[src/rtl/dp_pkg.sv]
// dp_pkg: shared encodings for the datapath sequencer (opcodes, ALU/vsel codes, states, control bundle)
package dp_pkg;
    localparam int RN_W = 3;
    localparam int OP_W = 3;
    localparam logic [OP_W-1:0] OP_MOV_IMM = 3'b000;
    localparam logic [OP_W-1:0] OP_MOV_REG = 3'b001;
    localparam logic [OP_W-1:0] OP_ADD     = 3'b010;
    localparam logic [OP_W-1:0] OP_CMP     = 3'b011;
    localparam logic [OP_W-1:0] OP_AND     = 3'b100;
    localparam logic [OP_W-1:0] OP_MVN     = 3'b101;
    localparam logic [1:0] ALU_ADD  = 2'b00;
    localparam logic [1:0] ALU_SUB  = 2'b01;
    localparam logic [1:0] ALU_AND  = 2'b10;
    localparam logic [1:0] ALU_NOTB = 2'b11;
    localparam logic [1:0] VSEL_C   = 2'b00;
    localparam logic [1:0] VSEL_IMM = 2'b01;
    typedef enum logic [2:0] {
        S_WAIT  = 3'd0,
        S_GETA  = 3'd1,
        S_GETB  = 3'd2,
        S_CALC  = 3'd3,
        S_WRREG = 3'd4,
        S_WRIMM = 3'd5,
        S_DONE  = 3'd6
    } state_t;
    typedef struct packed {
        logic [OP_W-1:0] op;
        logic [RN_W-1:0] rd;
        logic [RN_W-1:0] rn;
        logic [RN_W-1:0] rm;
        logic [1:0]      shift;
    } instr_t;
    typedef struct packed {
        logic            ready;
        logic            done;
        logic            err;
        logic [RN_W-1:0] readnum;
        logic [RN_W-1:0] writenum;
        logic            write;
        logic            loada;
        logic            loadb;
        logic            loadc;
        logic            loads;
        logic            asel;
        logic            bsel;
        logic [1:0]      vsel;
        logic [1:0]      shift;
        logic [1:0]      alu_op;
    } ctrl_t;
    function automatic logic is_illegal(input logic [OP_W-1:0] op);
        return op > OP_MVN;
    endfunction
    function automatic logic [1:0] alu_code(input logic [OP_W-1:0] op);
        return op == OP_CMP ? ALU_SUB : op == OP_AND ? ALU_AND : op == OP_MVN ? ALU_NOTB : ALU_ADD;
    endfunction
    // First state after accept; A-less ops skip GETA, illegal goes straight to DONE.
    function automatic state_t first_state(input logic [OP_W-1:0] op);
        return op == OP_MOV_IMM ? S_WRIMM :
               (op == OP_MOV_REG || op == OP_MVN) ? S_GETB :
               is_illegal(op) ? S_DONE : S_GETA;
    endfunction
endpackage

[src/rtl/datapath_sequencer_if.sv]
// datapath_sequencer_if: instruction handshake from the decoder plus datapath control strobes
interface datapath_sequencer_if;
    import dp_pkg::*;
    logic            start;
    logic [OP_W-1:0] opcode;
    logic [RN_W-1:0] rd;
    logic [RN_W-1:0] rn;
    logic [RN_W-1:0] rm;
    logic [1:0]      shift_in;
    logic            ready;
    logic            done;
    logic            err;
    logic [RN_W-1:0] readnum;
    logic [RN_W-1:0] writenum;
    logic            write;
    logic            loada;
    logic            loadb;
    logic            loadc;
    logic            loads;
    logic            asel;
    logic            bsel;
    logic [1:0]      vsel;
    logic [1:0]      shift;
    logic [1:0]      ALUop;
    modport master (
        output start, opcode, rd, rn, rm, shift_in,
        input  ready, done, err, readnum, writenum, write, loada, loadb, loadc, loads,
               asel, bsel, vsel, shift, ALUop
    );
    modport slave (
        input  start, opcode, rd, rn, rm, shift_in,
        output ready, done, err, readnum, writenum, write, loada, loadb, loadc, loads,
               asel, bsel, vsel, shift, ALUop
    );
endinterface

[src/rtl/dp_ctrl_decode.sv]
// dp_ctrl_decode: Moore decode of (state, latched instruction) into strobes and next state
module dp_ctrl_decode
    import dp_pkg::*;
(
    input  state_t          i_state,
    input  instr_t          i_ir,
    input  logic            i_start,
    input  logic [OP_W-1:0] i_op,
    output state_t          o_next,
    output ctrl_t           o_ctrl
);
    // Every strobe defaults to 0 so each state only raises what it uses.
    always_comb begin
        o_next = S_WAIT;
        o_ctrl = '0;
        case (i_state)
            S_WAIT: begin
                o_ctrl.ready = 1'b1;
                o_next       = i_start ? first_state(i_op) : S_WAIT;
            end
            S_GETA: begin
                o_ctrl.readnum = i_ir.rn;
                o_ctrl.loada   = 1'b1;
                o_next         = S_GETB;
            end
            S_GETB: begin
                o_ctrl.readnum = i_ir.rm;
                o_ctrl.loadb   = 1'b1;
                o_next         = S_CALC;
            end
            S_CALC: begin
                o_ctrl.shift  = i_ir.shift;
                o_ctrl.alu_op = alu_code(i_ir.op);
                o_ctrl.asel   = i_ir.op == OP_MOV_REG;
                o_ctrl.loads  = i_ir.op == OP_CMP;
                o_ctrl.loadc  = i_ir.op != OP_CMP;
                o_next        = i_ir.op == OP_CMP ? S_DONE : S_WRREG;
            end
            S_WRREG: begin
                o_ctrl.vsel     = VSEL_C;
                o_ctrl.writenum = i_ir.rd;
                o_ctrl.write    = 1'b1;
                o_next          = S_DONE;
            end
            S_WRIMM: begin
                o_ctrl.vsel     = VSEL_IMM;
                o_ctrl.writenum = i_ir.rd;
                o_ctrl.write    = 1'b1;
                o_next          = S_DONE;
            end
            S_DONE: begin
                o_ctrl.done = 1'b1;
                o_ctrl.err  = is_illegal(i_ir.op);
                o_next      = S_WAIT;
            end
            default: o_next = S_WAIT;
        endcase
    end
endmodule

[src/rtl/datapath_sequencer.sv]
// datapath_sequencer: holds state and instruction registers; strobes come from dp_ctrl_decode
module datapath_sequencer
    import dp_pkg::*;
(
    input logic                 clk,
    input logic                 reset_n,
    datapath_sequencer_if.slave bus
);
    state_t r_state;
    state_t w_next;
    instr_t r_ir;
    ctrl_t  w_ctrl;

    dp_ctrl_decode u_decode (
        .i_state (r_state),
        .i_ir    (r_ir),
        .i_start (bus.start),
        .i_op    (bus.opcode),
        .o_next  (w_next),
        .o_ctrl  (w_ctrl)
    );

    // State advance and instruction capture; the async reset drops straight to WAIT so no strobe survives it.
    always_ff @(posedge clk or negedge reset_n) begin
        if (!reset_n) begin
            r_state <= S_WAIT;
            r_ir    <= '0;
        end else begin
            r_state <= w_next;
            if (bus.start && w_ctrl.ready)
                r_ir <= '{op: bus.opcode, rd: bus.rd, rn: bus.rn, rm: bus.rm, shift: bus.shift_in};
        end
    end

    assign bus.ready    = w_ctrl.ready;
    assign bus.done     = w_ctrl.done;
    assign bus.err      = w_ctrl.err;
    assign bus.readnum  = w_ctrl.readnum;
    assign bus.writenum = w_ctrl.writenum;
    assign bus.write    = w_ctrl.write;
    assign bus.loada    = w_ctrl.loada;
    assign bus.loadb    = w_ctrl.loadb;
    assign bus.loadc    = w_ctrl.loadc;
    assign bus.loads    = w_ctrl.loads;
    assign bus.asel     = w_ctrl.asel;
    assign bus.bsel     = w_ctrl.bsel;
    assign bus.vsel     = w_ctrl.vsel;
    assign bus.shift    = w_ctrl.shift;
    assign bus.ALUop    = w_ctrl.alu_op;
endmodule

[src/flat_wrapper.sv]
// flat-port wrapper written by rule: the top's interface ports become plain ports
module datapath_sequencer_flat import dp_pkg::*;
  (clk, reset_n, bus_start, bus_opcode, bus_rd, bus_rn, bus_rm, bus_shift_in, bus_ready, bus_done, bus_err, bus_readnum, bus_writenum, bus_write, bus_loada, bus_loadb, bus_loadc, bus_loads, bus_asel, bus_bsel, bus_vsel, bus_shift, bus_ALUop);
  datapath_sequencer_if bus_i ();
  input logic clk;
  input logic reset_n;
  input wire logic [$bits(bus_i.start)-1:0] bus_start;
  input wire logic [$bits(bus_i.opcode)-1:0] bus_opcode;
  input wire logic [$bits(bus_i.rd)-1:0] bus_rd;
  input wire logic [$bits(bus_i.rn)-1:0] bus_rn;
  input wire logic [$bits(bus_i.rm)-1:0] bus_rm;
  input wire logic [$bits(bus_i.shift_in)-1:0] bus_shift_in;
  output wire logic [$bits(bus_i.ready)-1:0] bus_ready;
  output wire logic [$bits(bus_i.done)-1:0] bus_done;
  output wire logic [$bits(bus_i.err)-1:0] bus_err;
  output wire logic [$bits(bus_i.readnum)-1:0] bus_readnum;
  output wire logic [$bits(bus_i.writenum)-1:0] bus_writenum;
  output wire logic [$bits(bus_i.write)-1:0] bus_write;
  output wire logic [$bits(bus_i.loada)-1:0] bus_loada;
  output wire logic [$bits(bus_i.loadb)-1:0] bus_loadb;
  output wire logic [$bits(bus_i.loadc)-1:0] bus_loadc;
  output wire logic [$bits(bus_i.loads)-1:0] bus_loads;
  output wire logic [$bits(bus_i.asel)-1:0] bus_asel;
  output wire logic [$bits(bus_i.bsel)-1:0] bus_bsel;
  output wire logic [$bits(bus_i.vsel)-1:0] bus_vsel;
  output wire logic [$bits(bus_i.shift)-1:0] bus_shift;
  output wire logic [$bits(bus_i.ALUop)-1:0] bus_ALUop;
  assign bus_i.start = bus_start;
  assign bus_i.opcode = bus_opcode;
  assign bus_i.rd = bus_rd;
  assign bus_i.rn = bus_rn;
  assign bus_i.rm = bus_rm;
  assign bus_i.shift_in = bus_shift_in;
  assign bus_ready = bus_i.ready;
  assign bus_done = bus_i.done;
  assign bus_err = bus_i.err;
  assign bus_readnum = bus_i.readnum;
  assign bus_writenum = bus_i.writenum;
  assign bus_write = bus_i.write;
  assign bus_loada = bus_i.loada;
  assign bus_loadb = bus_i.loadb;
  assign bus_loadc = bus_i.loadc;
  assign bus_loads = bus_i.loads;
  assign bus_asel = bus_i.asel;
  assign bus_bsel = bus_i.bsel;
  assign bus_vsel = bus_i.vsel;
  assign bus_shift = bus_i.shift;
  assign bus_ALUop = bus_i.ALUop;
  datapath_sequencer u_core (.clk(clk), .reset_n(reset_n), .bus(bus_i));
endmodule
[config.mk]
export PLATFORM = sky130hd
export DESIGN_NAME = datapath_sequencer_flat
export DESIGN_NICKNAME = d
export VERILOG_FILES = /design/src/rtl/dp_pkg.sv /design/src/rtl/datapath_sequencer_if.sv /design/src/rtl/dp_ctrl_decode.sv /design/src/rtl/datapath_sequencer.sv /design/src/flat_wrapper.sv
export SDC_FILE = /design/constraint.sdc
export NUM_CORES = 1
export LEC_CHECK = 0
export ABC_CLOCK_PERIOD_IN_PS = 4600
export CORE_ASPECT_RATIO = 1.5
export CORE_MARGIN = 1.5
export CORE_UTILIZATION = 44
export DETAILED_ROUTE_END_ITERATION = 16
export HOLD_SLACK_MARGIN = 0.02
export PLACE_DENSITY = 0.83
export RECOVER_POWER = 25
export SKIP_LAST_GASP = 1
export SLEW_MARGIN = 20
export SYNTH_ARGS = -nofsm -noshare
export SYNTH_HDL_FRONTEND = slang
export SYNTH_SLANG_ARGS = --single-unit
[constraint.sdc]
create_clock -name clk -period 4.6 [get_ports clk]
set_input_delay 1.15 -clock clk [delete_from_list [all_inputs] [get_ports clk]]
set_output_delay 1.15 -clock clk [all_outputs]
set_load 0.01 [all_outputs]
Yosys cells after proc, flatten, opt, wreduce, memory -nomap -nowiden
Index checks and enable logic that the tools add are counted.

Register bits: 17. Latch bits: 0. Memory bits (writable): 0. ROM bits: 0. Bits of input ports: 17. Word-level logic and storage cells: 44. Memories kept: 0.

$add $sub $neg: 0. $mul: 0. Divide/modulo/power cells: 0. Magnitude comparators: 2. Eq/ne operators: 13. Shift operators: 0. Multiplexer cells: 18. Bitwise logic cells: 0. Reductions and logical operators: 5.

Operators by type and width (number): equality test 3 bit, second input constant (6); two-way mux 3 bit (5); case mux 3 bit (5 select lines) (1); two-way mux 2 bit (5); equality test 3 x 1 -> 1 bit, second input constant (3); equality test 3 x 2 -> 1 bit, second input constant (3); two-way mux 4 bit (2); greater-than comparator 3 bit, second input constant (2); zero test 3 bit (2); case mux 3 bit (2 select lines) (1); two-way mux 1 bit (4); != test 3 x 2 -> 1 bit, second input constant (1); OR reduction 2 bit (1); logical AND 1 bit (1); logical OR 1 bit (1).

Depth between registers and ports, before layout
Gate-level depths: netlist of run 1.

Word-level depth: 6. Depth in mapped cells: 5. Mapped depth without buffers: 3.

Cells and area by module
A second synthesis of run 1 with hierarchy kept.

Cells, all modules: 81. Area total of the unflattened synthesis: 933.4 um^2.

By module, submodules not included: datapath_sequencer (times used 1, cells an instance 33, area an instance 638.1 um^2, seq. area each 425.4 um^2); dp_ctrl_decode (times used 1, cells an instance 48, area an instance 295.3 um^2, seq. area each 0.0 um^2).

Worst setup path after synthesis of run 1
Ideal clock, no wire load.

Kind: register to output. Start point: register u_core.r_state[1]. End point: output bus_readnum[0]. Arrival: 1.283 ns. Required time: 3.450 ns. Slack: 2.167 ns. Cell stages (with the launch flop): 3. Cell sequence: dfrtp_1 -> nor3b_1 -> a22o_1.

Longest elaborated chain between the ends: 2. Elaborated cells between the ends (all ways): 3. Classes of those cells: 2 x eq/ne; 1 x mux.

Ends and longest elaborated chain: start: declaration (RTL line datapath_sequencer.sv:9) `state_t r_state;`; start signal: assignment (RTL line datapath_sequencer.sv:29) `r_state <= w_next;`; equality test 3 x 2 -> 1 bit / equality test 3 x 1 -> 1 bit (equally long branches) (RTL line dp_ctrl_decode.sv:16) `case (i_state)`; case mux 3 bit (2 select lines) * (RTL line dp_ctrl_decode.sv:16); end: declaration (RTL line flat_wrapper.sv:16) `output wire logic [$bits(bus_i.readnum)-1:0] bus_readnum;`.

Mark *: on every way between the ends. The rest lies on a longest branch, timed or not.

Final worst setup path of run 1
Ends and elaborated chain as after synthesis.

==> reports/metrics.sh, run 1 <==
FINALCLOCKSKEW_NS=0.00174
CTS.HOLD.BUFFERS_ADDED=0
PLACEMENT_ROWS=20
SYNTH-EDFF-COUNT=0
SYNTH.CELL_AREA_UM2=921
FP.COREAREA_UM2=2000
CTS_MAX_PATH_BUFFERS=2
FINALCOREUTILIZATION_PCT=64.6
YOSYS_REGISTER_BITS=17
SYNTH_AREA_IN_COMPOUND_GATES_PCT=6.39
MAIN_COMBINATIONAL_CELL_FAMILY_BY_AREA_AFTER_SYNTHESIS='multiplexers'
WORST-SETUP-PATH-TYPE='flop to primary output'
NUMCLOCKSINKS=17
TRITONCTS.NUM_BUFFERS=3
GRT_SETUP_UNREPAIRED='no'
CELLINTERNALPOWER_uW=511
DRT.ANTENNA.VIOLATING_NETS=0
DRT_FIRST_ITER_VIOLATIONS=9
DRIVE_ABOVE_1_SHARE_PCT=20.2
CP_REQUIRED_NS=3.45
MAXSLEWHEADROOM_PCT=49.4
HTREE_NUM_LEVELS=1
DETAIL_ROUTE.FIRST_PASS.ITERATIONS=2
SHARE_COMB_OF_TOTAL_POWER_PCT=50.6
FMAXACHIEVABLE_MHz=309
CRITPATHSLOWESTCELL='clkdlybuf4s50_1'
SYNTHDOMINANTAREACELLTYPE='dfrtp_1'
GRT_ANTENNA_BEFORE_REPAIR=0
TIMING.CRITICAL_PATH.ARRIVAL_NS=2.09
DPL.HPWL_UM=1500
FILLERS=173
POST-LAYOUT-TOTAL-POWER_uW=769
SYN-INSTANCE-COUNT=72
SYNTH_XOR_AREA_SHARE_PCT=0.951
CLK_PIN_SLEW_WORST_PATHS_NS=0.09
POWER.SEQUENTIAL.FRACTION_PCT=39.3
IO_PINS=39
SEQ_AREA_FRAC_SYNTH_PCT=46.2
START_KIND='flop'
DRT_TOTAL_WL_UM=1950
GROUTE.USAGE.OVERALL_PCT=18.8
CRIT-REG2REG-CAPTURE='u_core.r_ir[10]'
FIRST_GLOBAL_VIAS=692
CRIT_START='u_core.r_state[1]'
WHS_PATH_DEPTH=1
YOSYSTOPAREACELLSHARE_PCT=46.2
TRITONCTS='yes'
TOTAL_POWER_DENSITY_PER_CELL_AREA_nW_PER_UM2=595
CTS.ROOT.BUFFER_CELL='clkbuf_4'
POWER_SWITCHING_uW=258
CP_MAX_FO=8
CRIT_PATH_MAX_INCR_DELAY_NS=0.53
SYNTH_TOP_FLOP_CELL='dfrtp_1'
TIMING.REG2REG.SETUP_SLACK_NS=3.03
LAYOUT_WORST_PATH_CYCLE_SHARE_PCT=70.4
SYNTH_AREA_PER_CELL_UM2=12.8
ANTENNA_CELLS_INSERTED=0
CRITICAL_PATH.REG2REG.STARTPOINT='u_core.r_state[2]'
POSTCTSSETUPBUFFERS=0
POST_CTS.RESIZED_INSTANCES=0
SETUP.WORST_PATH.END_CLASS='primary output'
FLOORPLAN.INITIALDENSITY_PCT=46.0
POST_SYNTH_FA_HA_MAJ_AREA_FRACTION_PCT=0
YOSYSUNIQUECELLTYPES=25
GRT_START_MAX_NET_PINS=18
SETUP_VIOL=0
TIGHTESTPINTRANSITION_NS=0.756
DRC=0
POST_SYNTH_MUX_AREA_SHARE_PCT=22.4
LARGEST_VOLTAGE_DROP_ON_THE_VDD_NET_mV=0.377
GLOBAL_ROUTE_CONGESTION_OVERFLOW_TOTAL=0
AREA_GROWTH_PCT=40.4
TIMING.REG2REG.WORST_PATH_DEPTH=3
YOSYS.AREA_SHARE.SIMPLE_PCT=18.6
ROUTED_WIRE_LENGTH_PER_INSTANCE_UM=14.9
PLACE_INST=127
REPORT.FINAL.SLEW_VIOL_COUNT=0
CRIT_PATH_CELL_TRACE='nor3b_1, a22o_1, clkdlybuf4s50_1'
PERIOD_NEEDED_NS=3.24
CELLLEAKAGEPOWER_uW=0.000538
ROUTED_VIA_DENSITY=5.27
FIN_SETUP_TNS_NS=0
FP.DIEAREA_UM2=2380
DIEHEIGHT_UM=59.0
CLK_LATENCY_NS=0.28
PLACEMENT.IO_BUFFERS=36
NETS=127
SYNTH.TOP_CELLS.BY_COUNT='dfrtp_1 (17), mux2_4 (10), and2_1 (7)'
DRV_CAP=0
TIMING.HOLD.WORST.START='u_core.r_ir[8]'
FINALWEIGHTEDCONGESTION=0.841
FINISH.CELL_COUNT_WITHOUT_FILLERS=131
CELLS_TAKING_THE_MOST_AREA_AFTER_SYNTHESIS='dfrtp_1 (46%), mux2_4 (16%), mux2_2 (6.1%), and2_1 (4.8%), a22o_1 (2.9%)'
SWSHARE_PCT=33.5
POSTSYNTH.ASYNCRESETSHARE_PCT=100
SYNTH.YOSYS.WARNINGS=0
GLOBAL_ROUTE_WIRE_LENGTH_BEFORE_REPAIR_UM=3030
HOLD_VIOLATIONS=0
PWR-SHARE-CLK_PCT=10.1
HOLD_PATH_END='u_core.r_ir[8]'
YOSYS.CELL_COUNT.TOP_TYPE='dfrtp_1'
HP-CLASS='flop to flop'
VIA_COUNT=691
RUN_STATUS='completed'
DIE_W_UM=40.4
-- cells in the final DEF (no fill, tap or decap), drive strengths merged, types with 3 or more instances in the layout --
master,netlist,routed
dfrtp,17,17
nor3,3,3
mux2,15,15
nor2,3,3
clkdlybuf4s50,0,34
and2,8,8
nand2,3,3
clkbuf,0,4
nor3b,3,3
a22o,3,3
-- area by class of cell --
| cell class | instances | area [µm²] | area share (%) |
|---|---|---|---|
| repair buffers | 36 | 360 | 27.9 |
| well taps | 22 | 27.5 | 2.13 |
| flip-flops and latches | 17 | 425 | 32.9 |
| multi-input cells | 52 | 453 | 35.0 |
| clock buffers | 4 | 26.3 | 2.03 |
-- power by group through the flow --
stage               logic [µW]  clock network, µW  registers, µW
CTS                        394               82.1            303
global route               415               89.5            313
finish                     389               77.5            302
floorplan                  260                  0            279
detailed placement         392                  0            303
global placement           382                  0            296
-- worst max-delay path: cells and delay by family (launching register included) --
family                 cells  cell delay, ns
flip-flops                 1            0.52
AO/OA/AOI/OAI              1            0.24
buffers and inverters      1            0.53
AND/OR/NAND/NOR            1            0.52
-- logic make-up (layout without fill, tap and decap cells) --
group	after synthesis	count (layout)
AO/OA/AOI/OAI	8	8
XOR/XNOR	1	1
buffers and inverters	4	40
flip-flops	17	17
multiplexers	15	15
other	1	2
AND/OR/NAND/NOR	26	26
-- per-stage QoR --
step                hold slack (ns)  worst slack [ns]  instance area, µm²
CTS                           0.519              1.34                1290
finish                        0.516              1.36                1290
global placement              0.481              1.80                1270
detailed placement            0.492              1.69                1270
global route                  0.537              1.23                1290
floorplan                     0.472              2.17                 925
-- per-layer routing --
layer / part of all wire [%] / wire length, µm / global-route usage, %
met5: 0 / 0 / 0
met4: 0.97 / 19 / 10.0
met1: 38 / 748 / 21.7
met3: 4.8 / 93 / 2.26
met2: 56 / 1090 / 31.7
-- flip-flops by register name, summed over array words and instances (netlist names) --
name	count
u_core.r_state	3
u_core.r_ir	14
-- how the worst max path moves through the flow --
stage	cells past startpoint	slack [ns]	to
6_report	3	1.36	bus_readnum[0]
5_1_grt	3	1.23	bus_readnum[1]
4_1_cts	3	1.34	bus_readnum[0]
3_5_place_dp	3	1.69	bus_readnum[0]
3_3_place_gp	3	1.80	bus_readnum[1]
2_1_floorplan	2	2.17	bus_readnum[0]
No activity file was read; power rests on OpenSTA's default activity.
==> run 2, diff against run 1 <==
--- a/config.mk
+++ b/config.mk
@@ -5,13 +5,13 @@
 export SDC_FILE = /design/constraint.sdc
 export NUM_CORES = 1
 export LEC_CHECK = 0
-export ABC_CLOCK_PERIOD_IN_PS = 4600
+export ABC_CLOCK_PERIOD_IN_PS = 2870
 export CORE_ASPECT_RATIO = 1.5
 export CORE_MARGIN = 1.5
-export CORE_UTILIZATION = 44
+export CORE_UTILIZATION = 37
 export DETAILED_ROUTE_END_ITERATION = 16
 export HOLD_SLACK_MARGIN = 0.02
-export PLACE_DENSITY = 0.83
+export PLACE_DENSITY = 0.74
 export RECOVER_POWER = 25
 export SKIP_LAST_GASP = 1
 export SLEW_MARGIN = 20
==> constraint.sdc (replaced) <==
create_clock -name clk -period 2.87 [get_ports clk]
set_input_delay 0.7175 -clock clk [delete_from_list [all_inputs] [get_ports clk]]
set_output_delay 0.7175 -clock clk [all_outputs]
set_load 0.01 [all_outputs]
==> run 2 against run 1 <==
Against the previous run: via count shrank 0.87%; register-to-register slack got worse by 1.7 ns; die area rose by 18%; final area increased by 0.97%; cell count rose by 1.5%; clock power rose by 64%; utilization fell by 10 points; combinational power grew 62%.
==> reports/metrics.sh, run 2 (synthesized netlist as in run 1, its figures left out) <==
CRIT_PATH_MAX_INCR_DELAY_NS=0.54
CRIT_START='u_core.r_state[1]'
FIN_SETUP_TNS_NS=0
FP.COREAREA_UM2=2390
DRC=0
GRT_SETUP_UNREPAIRED='no'
TOTAL_POWER_DENSITY_PER_CELL_AREA_nW_PER_UM2=952
TIMING.CRITICAL_PATH.ARRIVAL_NS=1.93
TIMING.REG2REG.SETUP_SLACK_NS=1.30
CELLLEAKAGEPOWER_uW=0.000542
CTS_MAX_PATH_BUFFERS=2
TRITONCTS='yes'
CLK_PIN_SLEW_WORST_PATHS_NS=0.09
TIMING.REG2REG.WORST_PATH_DEPTH=3
HOLD_VIOLATIONS=0
GLOBAL_ROUTE_CONGESTION_OVERFLOW_TOTAL=0
TRITONCTS.NUM_BUFFERS=3
FIRST_GLOBAL_VIAS=756
DPL.HPWL_UM=1530
WHS_PATH_DEPTH=1
IO_PINS=39
MAXSLEWHEADROOM_PCT=50.8
NETS=127
LAYOUT.CELL_AREA.NON_FILLER_UM2=1310
DRT.ANTENNA.VIOLATING_NETS=0
WORST-SETUP-PATH-TYPE='flop to primary output'
GRT_ANTENNA_BEFORE_REPAIR=0
FP.DIEAREA_UM2=2800
HTREE_NUM_LEVELS=1
LARGEST_VOLTAGE_DROP_ON_THE_VDD_NET_mV=0.553
GRT_START_MAX_NET_PINS=18
SETUP_VIOL=0
REPORT.FINAL.SLEW_VIOL_COUNT=0
DRIVE_ABOVE_1_SHARE_PCT=22.0
CLK_LATENCY_NS=0.29
CRIT-REG2REG-CAPTURE='u_core.r_ir[1]'
FINALCLOCKSKEW_NS=0.00198
SETUP_SLACK_NS=0.222
SETUP.WORST_PATH.END_CLASS='primary output'
AREA_GROWTH_PCT=41.7
RUN_STATUS='completed'
DIE_W_UM=43.7
POSTCTSSETUPBUFFERS=0
DRT_TOTAL_WL_UM=1940
ANTENNA_CELLS_INSERTED=0
HP-CLASS='flop to flop'
FINAL_CELL_MIX='clkdlybuf4s50_1 (35), dfrtp_1 (17), mux2_4 (10)'
TIGHTESTPINTRANSITION_NS=0.735
DRV_CAP=0
CP_REQUIRED_NS=2.15
GROUTE.USAGE.OVERALL_PCT=16.2
VIA_COUNT=685
CTS.ROOT.BUFFER_CELL='clkbuf_4'
FLOORPLAN.INITIALDENSITY_PCT=38.5
CP_MAX_FO=8
LARGEST_REGISTER='u_core.r_ir'
GLOBAL_ROUTE_WIRE_LENGTH_BEFORE_REPAIR_UM=3410
CTS.HOLD.BUFFERS_ADDED=0
LAYOUT.CELLS.MOST_COMMON='clkdlybuf4s50_1'
PLACEMENT.IO_BUFFERS=36
ROUTED_WIRE_LENGTH_PER_INSTANCE_UM=14.6
FINALCOREUTILIZATION_PCT=54.5
PERIOD_NEEDED_NS=2.65
LARGEST_REGISTER_FF_COUNT=14
DIEHEIGHT_UM=64.1
TIMING.HOLD.WORST.START='u_core.r_ir[8]'
LAYOUT_WORST_PATH_CYCLE_SHARE_PCT=92.3
CRITICAL_PATH.REG2REG.STARTPOINT='u_core.r_state[2]'
PLACEMENT.CELL_AREA_UM2=1270
TOP_REGS='u_core.r_ir x14, u_core.r_state x3'
FILLERS=216
DRT_FIRST_ITER_VIOLATIONS=2
POST_PLACEMENT_SETUP_SLACK_NS=0.323
DETAIL_ROUTE.FIRST_PASS.ITERATIONS=2
CRITPATHSLOWESTCELL='clkdlybuf4s50_1'
HOLD_PATH_END='u_core.r_ir[8]'
CRIT_PATH_CELL_TRACE='nor3b_2, a22o_1, clkdlybuf4s50_1'
START_KIND='flop'
WORST_HOLD_SLACK_NS=0.506
PLACEMENT_ROWS=22
ROUTED_VIA_DENSITY=5.15
FMAXACHIEVABLE_MHz=378
NUMCLOCKSINKS=17
FINALWEIGHTEDCONGESTION=0.785
[run 2: cell types whose count changed in the layout (fill, tap and decap cells not counted), sizes merged]
cell and change:
clkdlybuf4s50 +1, dlygate4sd3 -1
[run 2: stage by stage]
stage                     instances  total power (µW)
final                           133              1240
after global routing            133              1330
after CTS                       133              1250
after detailed placement        129              1120
after global placement          129              1090
after floorplan                  73               865
[run 2: critical path: cells and delay by family (launching register included)]
kind	cells	cell delay [ns]
AOI/OAI and AO/OA	1	0.20
and+or+nand+nor	1	0.38
buffers and inverters	1	0.54
DFF	1	0.52
[run 2: final cells by class]
cell class                      instances  area [µm²]  area share [%]
Tap cell                               24        30.0            2.30
Clock buffer                            4        26.3            2.01
Sequential cell                        17         425            32.6
Timing Repair Buffer                   36         360            27.6
Multi-Input combinational cell         52         463            35.5
[run 2: layer usage]
layer	part of all wire, %	track usage [%]
met3	4.4	1.69
met2	56	28.3
met5	0	0
met1	37	18.9
met4	2.5	7.95
[run 2: how the worst max path moves through the flow]
stage	cells past startpoint	slack, ns	endpoint
2_1_floorplan	2	0.87	bus_readnum[0]
3_3_place_gp	3	0.49	bus_readnum[1]
3_5_place_dp	3	0.32	bus_readnum[1]
4_1_cts	3	0.04	bus_readnum[0]
5_1_grt	3	0.1	bus_readnum[0]
6_report	3	0.22	bus_readnum[0]
[run 2: power by group]
part | internal, µW | total [µW] | switching, µW
Combinational | 410 | 631 | 221
Sequential | 361 | 485 | 125
Clock | 54.1 | 127 | 72.8
Total | 824 | 1240 | 418
[run 2: timing repair]
action,4_1_cts,5_1_grt
resized for setup,0,2
endpoints found under the setup margin,0,4
hold endpoints to repair,0,0
==> run 3, diff against run 2 <==
--- a/config.mk
+++ b/config.mk
@@ -5,13 +5,14 @@
 export SDC_FILE = /design/constraint.sdc
 export NUM_CORES = 1
 export LEC_CHECK = 0
-export ABC_CLOCK_PERIOD_IN_PS = 2870
+export ABC_CLOCK_PERIOD_IN_PS = 3100
 export CORE_ASPECT_RATIO = 1.5
 export CORE_MARGIN = 1.5
-export CORE_UTILIZATION = 37
+export CORE_UTILIZATION = 47
+export CTS_BUF_LIST = sky130_fd_sc_hd__clkbuf_2 sky130_fd_sc_hd__clkbuf_4 sky130_fd_sc_hd__clkbuf_8
 export DETAILED_ROUTE_END_ITERATION = 16
 export HOLD_SLACK_MARGIN = 0.02
-export PLACE_DENSITY = 0.74
+export PLACE_DENSITY = 0.87
 export RECOVER_POWER = 25
 export SKIP_LAST_GASP = 1
 export SLEW_MARGIN = 20
==> constraint.sdc (replaced) <==
create_clock -name clk -period 3.1 [get_ports clk]
set_input_delay 0.775 -clock clk [delete_from_list [all_inputs] [get_ports clk]]
set_output_delay 0.775 -clock clk [all_outputs]
set_load 0.01 [all_outputs]
==> run 3 against run 2 <==
Against the previous run: global-route usage up 1.7 points; final area fell by 0.96%; hold slack better by 0.0025 ns; die area fell by 20%; combinational power decreased by 8.6%; via count shrank 0.88%; non-clock buffer count did not move; clock skew is 0.0030 ns higher; clock power shrank 11%; sequential share of layout area rose by 0.32 points; power decreased by 8.7%; largest cell class unchanged.
==> reports/metrics.sh, run 3 (synthesized netlist as in run 1, its figures left out) <==
CP_REQUIRED_NS=2.32
VIA_COUNT=679
SETUP_VIOL=0
FMAXACHIEVABLE_MHz=353
GRT_SETUP_UNREPAIRED='no'
DIE_W_UM=39.1
LARGEST_REGISTER='u_core.r_ir'
GRT_ANTENNA_BEFORE_REPAIR=0
ROUTED_VIA_DENSITY=5.22
PLACEMENT.CELL_AREA_UM2=1260
ROUTED_WIRE_LENGTH_PER_INSTANCE_UM=13.8
POWER.SEQUENTIAL.FRACTION_PCT=39.2
FLOORPLAN.INITIALDENSITY_PCT=50.3
POWER_SWITCHING_uW=378
DRT.ANTENNA.VIOLATING_NETS=0
FINALCLOCKSKEW_NS=0.00503
CLK_PIN_SLEW_WORST_PATHS_NS=0.09
REGAREA_UM2=425
SETUP.WORST_PATH.END_CLASS='primary output'
DETAIL_ROUTE.FIRST_PASS.ITERATIONS=4
PERIOD_NEEDED_NS=2.83
LAYOUT.CELL_AREA.NON_FILLER_UM2=1290
CELLINTERNALPOWER_uW=757
LARGEST_REGISTER_FF_COUNT=14
ANTENNA_CELLS_INSERTED=0
TIMING.CRITICAL_PATH.ARRIVAL_NS=2.06
FINALWEIGHTEDCONGESTION=0.746
TRITONCTS='yes'
SHARE_COMB_OF_TOTAL_POWER_PCT=50.8
PLACEMENT_ROWS=19
FP.DIEAREA_UM2=2240
LARGEST_VOLTAGE_DROP_ON_THE_VDD_NET_mV=0.551
FILLERS=135
RUN_STATUS='completed'
FINALCOREUTILIZATION_PCT=70.6
FIRST_GLOBAL_VIAS=674
IO_PINS=39
REPORT.FINAL.SLEW_VIOL_COUNT=0
CTS_MAX_PATH_BUFFERS=2
GROUTE.USAGE.OVERALL_PCT=17.9
DRC=0
START_KIND='flop'
PLACEMENT.IO_BUFFERS=36
DRT_FIRST_ITER_VIOLATIONS=11
HOLD_VIOLATIONS=0
DIEHEIGHT_UM=57.2
POSTCTSSETUPBUFFERS=0
DRT_TOTAL_WL_UM=1800
LAYOUT.CELLS.MOST_COMMON='clkdlybuf4s50_1'
TRITONCTS.NUM_BUFFERS=3
WORST_HOLD_SLACK_NS=0.509
WORST-SETUP-PATH-TYPE='flop to primary output'
ROUTED.TOP_LAYER='met4'
POST_CTS.RESIZED_INSTANCES=0
HP-CLASS='flop to flop'
NETS=127
LAYOUT_WORST_PATH_CYCLE_SHARE_PCT=91.4
TOP_REGS='u_core.r_ir x14, u_core.r_state x3'
MAXSLEWHEADROOM_PCT=50.1
POST-LAYOUT-TOTAL-POWER_uW=1130
ROUTE.MET2.WL_UM=1010
MULTIINPUTGATEAREA_UM2=453
DRV_CAP=0
DRIVE_ABOVE_1_SHARE_PCT=21.1
FIN_SETUP_TNS_NS=0
HTREE_NUM_LEVELS=1
TIMING.REG2REG.SETUP_SLACK_NS=1.51
CTS.HOLD.BUFFERS_ADDED=0
DPL.HPWL_UM=1440
MET1WIRELENGTH_UM=667
GLOBAL_ROUTE_WIRE_LENGTH_BEFORE_REPAIR_UM=2790
FINAL_CELL_MIX='clkdlybuf4s50_1 (35), dfrtp_1 (17), mux2_4 (10)'
CTS.ROOT.BUFFER_CELL='clkbuf_4'
FP.COREAREA_UM2=1830
CP_MAX_FO=8
NUMCLOCKSINKS=17
CLK_LATENCY_NS=0.28
GRT_START_MAX_NET_PINS=18
TIGHTESTPINTRANSITION_NS=0.746
PWR-SHARE-CLK_PCT=10.0
TOTAL_POWER_DENSITY_PER_CELL_AREA_nW_PER_UM2=878
SWSHARE_PCT=33.3
WL_MET3_UM=103
GLOBAL_ROUTE_CONGESTION_OVERFLOW_TOTAL=0
AREA_GROWTH_PCT=40.4
CELLLEAKAGEPOWER_uW=0.000541
run 3: changes by cell type in the layout (fill, tap and decap cells not counted):
cell | before | now
nor3b_2 | 2 | 0
clkbuf_1 | 1 | 0
nor3b_1 | 1 | 3
clkinv_2 | 0 | 1
run 3: layout make-up:
cell class                 count  share of cell area, %
clock buffer                   3                   1.74
clock inverter                 1                  0.387
tap                           21                   2.03
sequential                    17                   32.9
timing repair buffer          36                   27.9
multi-input combinational     52                   35.0
run 3: stage by stage:
| step | std cells | worst slack, ns |
|---|---|---|
| 2_1_floorplan | 73 | 1.04 |
| 3_3_place_gp | 126 | 0.654 |
| 3_5_place_dp | 126 | 0.603 |
| 4_1_cts | 130 | 0.246 |
| 5_1_grt | 130 | 0.124 |
| 6_report | 130 | 0.267 |
run 3: metal layers:
| metal | global-route usage [%] | vias up |
|---|---|---|
| met5 | 0 | - |
| met4 | 7.39 | 0 |
| met3 | 4.28 | 2 |
| met2 | 31.9 | 28 |
| met1 | 19.1 | 326 |
| li1 | - | 323 |
run 3: final timing paths:
| path | cells after the start | to | from |
|---|---|---|---|
| max reg2reg | 3 | u_core.r_ir[1] | u_core.r_state[2] |
| max in group asynchronous | 1 | u_core.r_ir[8] | reset_n |
| min | 1 | u_core.r_ir[10] | u_core.r_ir[10] |
| min reg2reg | 1 | u_core.r_ir[10] | u_core.r_ir[10] |
| max | 3 | bus_readnum[2] | u_core.r_state[1] |
| min in group asynchronous | 1 | u_core.r_ir[4] | reset_n |
run 3: power by group through the flow:
stage	Combinational [µW]	Sequential [µW]	Clock [µW]
after floorplan	386	414	0
after global placement	568	437	0
after detailed placement	581	449	0
after CTS	584	447	118
after global routing	613	459	130
final	577	445	113
run 3: worst max-delay path, stage by stage, from the launching register on:
cell and delay (ns):
dfrtp_1 0.51, nor3b_1 0.50, a22o_1 0.23, clkdlybuf4s50_1 0.54
